### src/rtl/cache_refill_ctrl.sv
// cache_refill_ctrl: evicts a victim cache line and refills it from memory.
// A request captures the victim set and the missing line address. Dirty
// victims are first written back one word at a time: array read, then memory
// write. The new line is then fetched one beat at a time, and each returned
// beat is written straight into the array.
// Optional feature macro: CACHE_REFILL_WRITEBACK_EN builds the write-back
// path. Without it, every request is a fetch-only refill.
//
// state      | meaning
// -----------+--------------------------------------------------------------
// IDLE       | waiting for victim_valid_i
// WB_READ    | read one victim word from the array (write-back builds only)
// WB_WRITE   | memory write of that word, held until granted (write-back)
// FETCH_REQ  | memory read request for one beat of the missing line
// FETCH_WAIT | waiting for the read beat, then writing it into the array
// DONE       | one-cycle completion pulse
module cache_refill_ctrl #(
    parameter int WORD_WID   = 64,
    parameter int LINE_WORDS = 4,
    parameter int IDX_W      = 10,
    parameter int ADDR_W     = 32,
    localparam int CNT_W     = $clog2(LINE_WORDS),
    localparam int BYTE_W    = $clog2(WORD_WID / 8),
    localparam int TAG_W     = ADDR_W - IDX_W - CNT_W - BYTE_W
) (
    input  logic                clk_i,
    input  logic                rst_ni,

    input  logic                victim_valid_i,
    input  logic [IDX_W-1:0]    victim_idx_i,
    input  logic [TAG_W-1:0]    victim_tag_i,
    input  logic                victim_dirty_i,
    input  logic [ADDR_W-1:0]   miss_addr_i,

    output logic [IDX_W-1:0]    arr_idx_o,
    output logic [CNT_W-1:0]    arr_word_o,
    output logic                arr_rd_en_o,
    input  logic [WORD_WID-1:0] arr_rd_data_i,
    output logic                arr_wr_en_o,
    output logic [WORD_WID-1:0] arr_wr_data_o,

    output logic                mem_req_o,
    output logic                mem_we_o,
    output logic [ADDR_W-1:0]   mem_addr_o,
    output logic [WORD_WID-1:0] mem_wdata_o,
    input  logic                mem_gnt_i,
    input  logic                mem_rvalid_i,
    input  logic [WORD_WID-1:0] mem_rdata_i,

    output logic                busy_o,
    output logic                done_o
);

    localparam int LINE_W = ADDR_W - CNT_W - BYTE_W;
    localparam logic [CNT_W-1:0] LAST_WORD = CNT_W'(LINE_WORDS - 1);
    localparam logic [CNT_W-1:0] CNT_ONE   = CNT_W'(1);

    typedef enum logic [2:0] {
        IDLE       = 3'd0,
`ifdef CACHE_REFILL_WRITEBACK_EN
        WB_READ    = 3'd1,
        WB_WRITE   = 3'd2,
`endif
        FETCH_REQ  = 3'd3,
        FETCH_WAIT = 3'd4,
        DONE       = 3'd5
    } state_t;

    state_t             state_q, state_d;
    logic [CNT_W-1:0]   cnt_q, cnt_d;
    logic [IDX_W-1:0]   idx_q, idx_d;
    logic [LINE_W-1:0]  line_q, line_d;

    // The byte/word offset of the miss address is discarded: the whole line is fetched.
    logic [CNT_W+BYTE_W-1:0] unused_miss_lo;
    assign unused_miss_lo = miss_addr_i[CNT_W+BYTE_W-1:0];

`ifdef CACHE_REFILL_WRITEBACK_EN
    logic [TAG_W-1:0]    tag_q, tag_d;
    logic [WORD_WID-1:0] wdata_q, wdata_d;
    // Set for the first WB_WRITE cycle, when arr_rd_data_i carries the word just read.
    logic                rd_pend_q, rd_pend_d;
    logic [WORD_WID-1:0] wdata_cur;
`else
    logic                unused_dirty;
    logic [TAG_W-1:0]    unused_tag;
    logic [WORD_WID-1:0] unused_rd_data;
    assign unused_dirty   = victim_dirty_i;
    assign unused_tag     = victim_tag_i;
    assign unused_rd_data = arr_rd_data_i;
`endif

    // State and captured-request registers; reset clears everything mid-burst.
    always_ff @(posedge clk_i or negedge rst_ni) begin
        if (!rst_ni) begin
            state_q   <= IDLE;
            cnt_q     <= '0;
            idx_q     <= '0;
            line_q    <= '0;
`ifdef CACHE_REFILL_WRITEBACK_EN
            tag_q     <= '0;
            wdata_q   <= '0;
            rd_pend_q <= 1'b0;
`endif
        end else begin
            state_q   <= state_d;
            cnt_q     <= cnt_d;
            idx_q     <= idx_d;
            line_q    <= line_d;
`ifdef CACHE_REFILL_WRITEBACK_EN
            tag_q     <= tag_d;
            wdata_q   <= wdata_d;
            rd_pend_q <= rd_pend_d;
`endif
        end
    end

    // Next-state and output decode; outputs are zero unless a state drives them.
    always_comb begin
        state_d       = state_q;
        cnt_d         = cnt_q;
        idx_d         = idx_q;
        line_d        = line_q;
`ifdef CACHE_REFILL_WRITEBACK_EN
        tag_d         = tag_q;
        wdata_d       = wdata_q;
        rd_pend_d     = 1'b0;
        wdata_cur     = wdata_q;
`endif
        arr_idx_o     = '0;
        arr_word_o    = '0;
        arr_rd_en_o   = 1'b0;
        arr_wr_en_o   = 1'b0;
        arr_wr_data_o = '0;
        mem_req_o     = 1'b0;
        mem_we_o      = 1'b0;
        mem_addr_o    = '0;
        mem_wdata_o   = '0;
        done_o        = 1'b0;
        busy_o        = (state_q != IDLE);

        case (state_q)
            IDLE: begin
                if (victim_valid_i) begin
                    idx_d  = victim_idx_i;
                    line_d = miss_addr_i[ADDR_W-1 -: LINE_W];
                    cnt_d  = '0;
`ifdef CACHE_REFILL_WRITEBACK_EN
                    tag_d   = victim_tag_i;
                    state_d = victim_dirty_i ? WB_READ : FETCH_REQ;
`else
                    state_d = FETCH_REQ;
`endif
                end
            end

`ifdef CACHE_REFILL_WRITEBACK_EN
            WB_READ: begin
                arr_rd_en_o = 1'b1;
                arr_idx_o   = idx_q;
                arr_word_o  = cnt_q;
                rd_pend_d   = 1'b1;
                state_d     = WB_WRITE;
            end

            WB_WRITE: begin
                // Forward read data on the first cycle, then hold the captured copy.
                wdata_cur   = rd_pend_q ? arr_rd_data_i : wdata_q;
                wdata_d     = wdata_cur;
                mem_req_o   = 1'b1;
                mem_we_o    = 1'b1;
                mem_addr_o  = {tag_q, idx_q, cnt_q, {BYTE_W{1'b0}}};
                mem_wdata_o = wdata_cur;
                if (mem_gnt_i) begin
                    cnt_d   = cnt_q + CNT_ONE;
                    state_d = (cnt_q == LAST_WORD) ? FETCH_REQ : WB_READ;
                end
            end
`endif

            FETCH_REQ: begin
                mem_req_o  = 1'b1;
                mem_addr_o = {line_q, cnt_q, {BYTE_W{1'b0}}};
                if (mem_gnt_i) begin
                    state_d = FETCH_WAIT;
                end
            end

            FETCH_WAIT: begin
                if (mem_rvalid_i) begin
                    arr_wr_en_o   = 1'b1;
                    arr_wr_data_o = mem_rdata_i;
                    arr_idx_o     = idx_q;
                    arr_word_o    = cnt_q;
                    cnt_d         = cnt_q + CNT_ONE;
                    state_d       = (cnt_q == LAST_WORD) ? DONE : FETCH_REQ;
                end
            end

            DONE: begin
                done_o  = 1'b1;
                state_d = IDLE;
            end

            default: begin
                state_d = IDLE;
            end
        endcase
    end

endmodule

### config.mk
export PLATFORM = sky130hd
export DESIGN_NAME = cache_refill_ctrl
export DESIGN_NICKNAME = d
export VERILOG_FILES = /design/src/rtl/cache_refill_ctrl.sv
export SDC_FILE = /design/constraint.sdc
export NUM_CORES = 1
export LEC_CHECK = 0
export ABC_AREA = 0
export CAP_MARGIN = 20
export CORE_AREA = 2 2 145 147
export CTS_CLUSTER_SIZE = 25
export DETAILED_ROUTE_END_ITERATION = 12
export DIE_AREA = 0 0 147 149
export PLACE_DENSITY_LB_ADDON = 0.2
export SKIP_CTS_REPAIR_TIMING = 1
export SYNTH_ARGS = -nofsm -noshare
export SYNTH_HDL_FRONTEND = slang
export SYNTH_SLANG_ARGS = --single-unit
export TNS_END_PERCENT = 50
### constraint.sdc
create_clock -name clk_i -period 1.6 [get_ports clk_i]
set_input_delay 0.4 -clock clk_i [delete_from_list [all_inputs] [get_ports clk_i]]
set_output_delay 0.4 -clock clk_i [all_outputs]
set_load 0.01 [all_outputs]
==> impl_metrics.toml <==
[sta]
fin_crit_sh_pct = 155
hold_viol_final = 0
finClkSkew_ns = 0.00452
fin_setup_tns_ns = -58.70
min_period_ns = 2.48
rsz0062_at_grt = "true"
drv_slew = 0
setup_viol = 146
fmax_mhz = 404
layout_setup_ws_ns = -0.877

[logic_synthesis]
muxShareOfSynthArea_pct = 14.8
synth_warnings = 0
syn-instance-count = 292
synth-seq-area-share_pct = 36.3
syn_area_sq_um = 2890
synth-xor-area-share_pct = 0
synth_top_family_by_area = "simple AND/OR/NAND/NOR gates"
synth_area_per_cell_sq_um = 9.91
synth-compound-area-share_pct = 1.90
yosys.area_share.adder_pct = 0.433
ys_ff_latch = 42
synthSimpleGateAreaFrac_pct = 25.1
synth_cell_types = 23

[outcome]
violations = "setup timing"
run_status = "complete, but fails checks"

[cts]
clock_sinks = 42
clock_latency_ns = 0.29
tritoncts = "built"
cts_buffer_depth = 2
path_clk_slew_ns = 0.06
h-tree-depth = 2
cts_buffers = 5
cts_root_buffer = "clkbuf_16"

[pwr]
p_clk_share_pct = 21.1
internal-power_uw = 3400
p_leak_uw = 0.00310
switching_power_uw = 1560
irDropWorstVdd_mv = 0.521
power.share.sequential_pct = 37.0
p_comb_share_pct = 41.9
power_density_nw_per_um2 = 885
switching_share_pct = 31.4

[drt]
viasPerCell = 3.33
vias = 2682
antenna_left = 0
wirelength_um = 10400
drt_iter0_drc = 17
wl_met1_um = 3650
top_layer_used = "met4"
wl_per_cell_um = 12.8
drt_pre_antenna_iters = 3
wl_met3_um = 1120
drc_errors = 0
wl_met2_um = 5500

[setup_path]
r2r_start = "state_q[0]"
r2r_slack_ns = -0.08
crit_chain = "nor4bb_4 > buf_6 > buf_12 > buf_12 > and2_1 > clkdlybuf4s50_1"
r2r-end = "line_q[24]"
crit_top_cell = "buf_12"
ff2ff_path_depth = 4
crit_path_start_kind = "flop"
crit_type = "flop to output pin"
cp_slowest_cell = "clkdlybuf4s50_1"
max_stage_delay_ns = 0.53
end_kind = "output pin"
required_ns = 1.20
worstPathArrival_ns = 2.08
path_max_fanout = 29

[floorplan]
ios = 371
die_h_um = 149
core_sq_um = 20600
fp.dieW_um = 147
start_util_pct = 14.1
die-area_sq_um = 21900
fp-row-count = 53

[cells_and_area]
n_antenna_cell = 0
layout-drive-gt1-share_pct = 25.2
fin_nets = 724
area_growth_pct = 93.7

[hold_path]
min_path_type = "primary input to asynchronous set/reset pin"

[place]
dpl.hpwl_um = 7050
portBuffers = 214
place_congestion = 0.729
dpl_worst_slack_ns = -1.08

[global_route]
grt_pass1_vias = 2482
antenna_found_initial = 0
grt_max_degree = 59
grt_overflow_total = 0
grt_pass1_wl_um = 13300
globalRouteTotalUtil_pct = 7.63

[job]
maxCapViolations = 0
==> final cells by class <==
class	count	area (sq um)
multi-input cells	232	1570
clock inverters	1	5.00
repair buffers	249	2490
clock buffers	7	143
flip-flops and latches	42	1050
well taps	275	344
fillers	2178	15000
==> cell usage after synthesis <==
cell       count  share of area (%)
a22o_1         2               0.61
nand2_1        3               0.39
buf_4         71                 18
nor3_1         1               0.17
nor4bb_1       1               0.35
mux2_1        36                 14
o21bai_1       1               0.26
a2bb2oi_1      1               0.30
mux2_2         2               0.78
nand2b_1       1               0.22
and2_1       105                 23
o22ai_1        1               0.22
dfrtp_1       42                 36
buf_2         10                1.7
or3_1          1               0.22
nor2_1         4               0.52
clkbuf_1       3               0.39
o21ai_0        1               0.17
a32o_1         1               0.35
buf_6          2               0.78
ha_1           1               0.43
conb_1         1               0.13
nor4b_2        1               0.52
==> worst max-delay path: cells and delay by family (launching register included) <==
kind	cells	cell delay, ns
AND/OR/NAND/NOR	2	0.43
buffers and inverters	4	0.95
flip-flops	1	0.41
==> how the worst max path moves through the flow <==
stage,cells past startpoint,startpoint,end
2_1_floorplan,4,state_q[0],arr_wr_data_o[39]
3_3_place_gp,5,mem_rvalid_i,arr_wr_data_o[17]
3_5_place_dp,5,mem_rvalid_i,arr_wr_data_o[59]
4_1_cts,5,mem_rvalid_i,arr_idx_o[9]
5_1_grt,6,state_q[0],arr_wr_data_o[43]
6_report,6,state_q[0],arr_wr_data_o[24]
==> sequential cells by signal (all words and copies together), names as in the netlist <==
register and count:
line_q 27, cnt_q 2, idx_q 10, state_q 3
==> per-stage QoR <==
stage	instances	hold WS, ns	util (%)	instance area, sq um	total power, uW
after floorplan	360	0.104	-	3150	2970
after global placement	773	0.199	25.1	5160	3870
after detailed placement	773	0.201	25.1	5160	3900
after CTS	781	-0.108	25.8	5310	4990
after global routing	806	0.424	27.3	5600	5360
final	806	0.438	27.3	5600	4960
==> logic make-up (layout without fill, tap and decap cells) <==
group / count (synthesis) / count (layout)
AO/OA/AOI/OAI: 7 / 7
adder cells (fa/ha/maj): 1 / 1
buffers and inverters: 86 / 257
flip-flops: 42 / 42
multiplexers: 38 / 38
other: 1 / 69
AND/OR/NAND/NOR: 117 / 117
==> power groups by stage <==
stage,logic (uW),registers [uW],clock network (uW)
floorplan,1210,1760,0
global placement,2030,1840,0
detailed placement,2050,1850,0
CTS,2060,1840,1100
global route,2290,1910,1150
finish,2080,1830,1050
==> metal layers <==
layer,up-vias,global-route usage (%)
li1,1261,-
met1,1248,7.62
met2,166,14.5
met3,7,3.27
met4,0,2.02
met5,-,0
==> cell usage in the layout, fill, tap and decap left out <==
master / n
nor2_1: 3
o21bai_1: 1
nor4b_4: 1
or3_1: 1
nor2_4: 1
mux2_1: 36
clkbuf_8: 1
nor3_1: 1
buf_2: 16
a22o_1: 2
mux2_2: 2
a2bb2oi_1: 1
clkbuf_2: 30
nand2b_1: 1
nor4bb_4: 1
nand2_1: 3
clkbuf_16: 7
and2_4: 22
a32o_1: 1
dlymetal6s2s_1: 33
dfrtp_1: 42
buf_8: 3
and2_1: 83
ha_1: 1
clkbuf_1: 1
buf_12: 8
buf_4: 7
clkdlybuf4s50_1: 115
o22ai_1: 1
o21ai_0: 1
clkinv_2: 1
conb_1: 69
dlygate4sd3_1: 1
buf_6: 34
Power figures use the tool's default switching activity.
==> RTL edit 1: new RTL, same flow settings <==
Change the parameter `WORD_WID` from 64 to 32.
--- a/src/rtl/cache_refill_ctrl.sv
+++ b/src/rtl/cache_refill_ctrl.sv
@@ -15,7 +15,7 @@
 // FETCH_WAIT | waiting for the read beat, then writing it into the array
 // DONE       | one-cycle completion pulse
 module cache_refill_ctrl #(
-    parameter int WORD_WID   = 64,
+    parameter int WORD_WID   = 32,
     parameter int LINE_WORDS = 4,
     parameter int IDX_W      = 10,
     parameter int ADDR_W     = 32,
Interface: changed (5 resized); port bits go from 371 to 244. No check against the original RTL was run, so the function may have changed too.
==> RTL edit 1 against the original RTL <==
- the flow still finishes with violations (negative setup slack)
- non-clock buffer count fell by 60
- area after synthesis fell by 15%
- highest routed layer unchanged
- routed wire length fell by 18%
- setup slack improved by 0.40 ns
- sequential power rose by 3%
- die area did not move
- clock skew rose by 0.0034 ns
- first-iteration DRC count rose by 140%
- design area fell by 17%
- sequential cell count rose by 1
- via count fell by 17%
- power rose by 5.6%
- maximum frequency rose by 19%
==> RTL edit 1: results <==
layout:
  multi_input_cells: 169
  final-nonclk-buf-share: 0.378
  seq_area_frac: 0.232
  fin_cells: 684
  clockBufferCount: 6
  multi_input_area_share: 0.278
  nFillCells: 2215
  design.seq.count: 43
  final_util: 0.226
  drive_gt1_frac: 0.482
drt:
  routed-wl-met2_um: 4250
  drt_iter0_drc: 40
  vias: 2215
  wl_met1_um: 3350
  wl_met3_um: 838
  routed_wl_um: 8520
  drt-pass1-iter-count: 4
yosys:
  yosys.area_share.adder: 0.00506
  synth_compound_area_frac: 0.0223
  synth_area_leaders: "dfrtp_1 (44%), and2_1 (19%), mux2_2 (14%)"
  yosys-top-cells-count: "and2_1 (74), dfrtp_1 (43), buf_4 (37)"
  synth.distinct_cells: 24
  muxShareOfSynthArea: 0.178
  synth-seq-area-share: 0.435
  syn_inst: 226
place:
  place_hpwl_um: 5740
  placedCellCount: 657
  place_ws_ns: -0.865
  placed_cell_area_sq_mm: 0.00432
critical_path:
  r2r_start: "state_q[2]"
  cp_slowest_cell: "dfrtp_2"
  timing.rr.end: "idx_q[1]"
  path_max_fanout: 8
  path_delay_family: "simple AND/OR/NAND/NOR gates"
  arrival_ns: 1.68
timing:
  fin_ws_ns: -0.480
  setup_viol: 115
  skew_ns: 0.00788
  hold_slack_ns: 0.0570
global_routing:
  grt_use_met3: 0.0284
  grtUsageMet1: 0.0784
  grt_pass1_vias: 2166
  grt_pass1_wl_um: 11700
  use_met2: 0.117
  grt_max_degree: 33
power:
  swShare: 0.300
  irDropWorstVdd_v: 0.000446
  p_leak_nw: 2.15
clock_network:
  cts_buffers: 5
run_status:
  status: "finished, violations left"
  violations: "negative setup slack"
[RTL edit 1: logic make-up after synthesis]
group	Yosys count
flip-flops	43
AND/OR/NAND/NOR	86
other	1
adder cells (fa/ha/maj)	1
AO/OA/AOI/OAI	7
multiplexers	39
buffers and inverters	49
[RTL edit 1: how the worst max path moves through the flow]
stage	startpoint	to	cells past startpoint
after CTS	mem_rvalid_i	arr_wr_data_o[25]	5
after global routing	state_q[0]	arr_wr_data_o[15]	6
after detailed placement	mem_rvalid_i	arr_wr_data_o[25]	5
final	state_q[0]	arr_wr_data_o[15]	6
after global placement	mem_rvalid_i	arr_idx_o[2]	5
after floorplan	state_q[1]	arr_idx_o[2]	4
[RTL edit 1: power groups by stage]
stage	Clock, W	Combinational [W]	Sequential (W)
after detailed placement	0	0.00207	0.00189
after CTS	0.00130	0.00207	0.00188
after global placement	0	0.00203	0.00187
after floorplan	0	0.00122	0.00182
after global routing	0.00134	0.00232	0.00197
final	0.00124	0.00211	0.00188
==> RTL edit 2: new RTL, config.mk and constraints unchanged <==
Made on the original files. Encoding of `state_t`: now one-hot (4 bits for 4 states).
--- a/src/rtl/cache_refill_ctrl.sv
+++ b/src/rtl/cache_refill_ctrl.sv
@@ -55,15 +55,15 @@
     localparam logic [CNT_W-1:0] LAST_WORD = CNT_W'(LINE_WORDS - 1);
     localparam logic [CNT_W-1:0] CNT_ONE   = CNT_W'(1);
 
-    typedef enum logic [2:0] {
-        IDLE       = 3'd0,
+    typedef enum logic [3:0] {
+        IDLE       = 4'b0001,
 `ifdef CACHE_REFILL_WRITEBACK_EN
         WB_READ    = 3'd1,
         WB_WRITE   = 3'd2,
 `endif
-        FETCH_REQ  = 3'd3,
-        FETCH_WAIT = 3'd4,
-        DONE       = 3'd5
+        FETCH_REQ  = 4'b0010,
+        FETCH_WAIT = 4'b0100,
+        DONE       = 4'b1000
     } state_t;
 
     state_t             state_q, state_d;
Behaviour: same outputs for any inputs over 10 cycles, from zero or initial values and one cycle with rst_ni low; not proved beyond that.
==> RTL edit 2 against the original RTL <==
- the run still ends with negative setup slack left
- largest power group unchanged
- routed wire length grew 16%
- critical path type unchanged
- setup slack improved by 0.039 ns
- combinational power up 9.6%
- design area fell by 2.6%
- hold slack worse by 0.36 ns
- power increased by 5.5%
- sequential cell count grew 1
- area after synthesis up 3.2%
==> RTL edit 2: results <==
timing:
  finalHoldViolCount: 0
  skew_ns: 0.00421
  setup_viol: 113
  fin_ws_ns: -0.838
yosys:
  synth-seq-area-share: 0.361
  synth_area_leaders: "dfrtp_1 (35%), and2_1 (22%), buf_4 (17%)"
  yosys-top-cells-count: "and2_1 (106), buf_4 (69), dfrtp_1 (42)"
  muxShareOfSynthArea: 0.148
  synth_compound_area_frac: 0.0176
  synth.distinct_cells: 31
  yosys.area_share.adder: 0.00419
  syn_inst: 299
global_routing:
  use_met2: 0.163
  grt_use_met3: 0.0385
  grtUsageMet1: 0.101
  grt_pass1_vias: 2702
  gr-usage-all-layers: 0.0916
  antenna_found_initial: 2
  grt_pass1_wl_um: 15500
power:
  power.switching_w: 0.00157
  p_leak_nw: 2.64
  irDropWorstVdd_v: 0.000568
drt:
  drt_iter0_drc: 27
  avgRoutedWirePerCell_um: 14.8
  wl_met3_um: 1300
  wl_met1_um: 4670
  highest_layer: "met5"
  routed-wl-met2_um: 5900
  vias_per_cell: 3.43
  drt-pass1-iter-count: 4
place:
  place_ws_ns: -1.08
  placed_cell_area_sq_mm: 0.00531
  place_hpwl_um: 8480
  gp_congestion: 0.794
  placedCellCount: 784
clock_network:
  clk_path_buf_depth: 2
  root_buffer: "clkbuf_16"
  cts_buffers: 5
  clk_latency_ns: 0.29
layout:
  finalNetCount: 729
  fin_cells: 811
  n_antenna_cell: 0
  drive_gt1_frac: 0.338
  top_regs: "line_q x27, idx_q x10, state_q x4"
run_status:
  status: "finished, violations left"
  violations: "negative setup slack"
critical_path:
  startpoint: "state_q[3]"
  path_max_fanout: 41
  r2r_start: "state_q[0]"
  arrival_ns: 2.04
==> RTL edit 2: worst paths after layout <==
kind	end	depth (start not counted)	slack, ns
max	arr_wr_data_o[29]	4	-0.84
min	line_q[3]	1	0.08
max reg2reg	idx_q[0]	5	-0.03
min reg2reg	line_q[15]	1	0.49
max in group asynchronous	idx_q[1]	2	0.99
min in group clk_i	line_q[15]	1	0.49
==> RTL edit 2: power by group through the flow <==
stage,logic [W],clock network (W),registers (W)
6_report,0.00228,0.00109,0.00186
5_1_grt,0.00247,0.00120,0.00194
3_3_place_gp,0.00227,0,0.00187
4_1_cts,0.00230,0.00115,0.00187
3_5_place_dp,0.00229,0,0.00187
2_1_floorplan,0.00147,0,0.00177
==> RTL edit 2: layout make-up <==
cell class	count	area [sq um]
Clock buffer	8	156
Tap cell	275	344
Multi-Input combinational cell	236	1600
Inverter	2	7.51
Fill cell	2228	15100
Sequential cell	43	1080
Timing Repair Buffer	247	2270
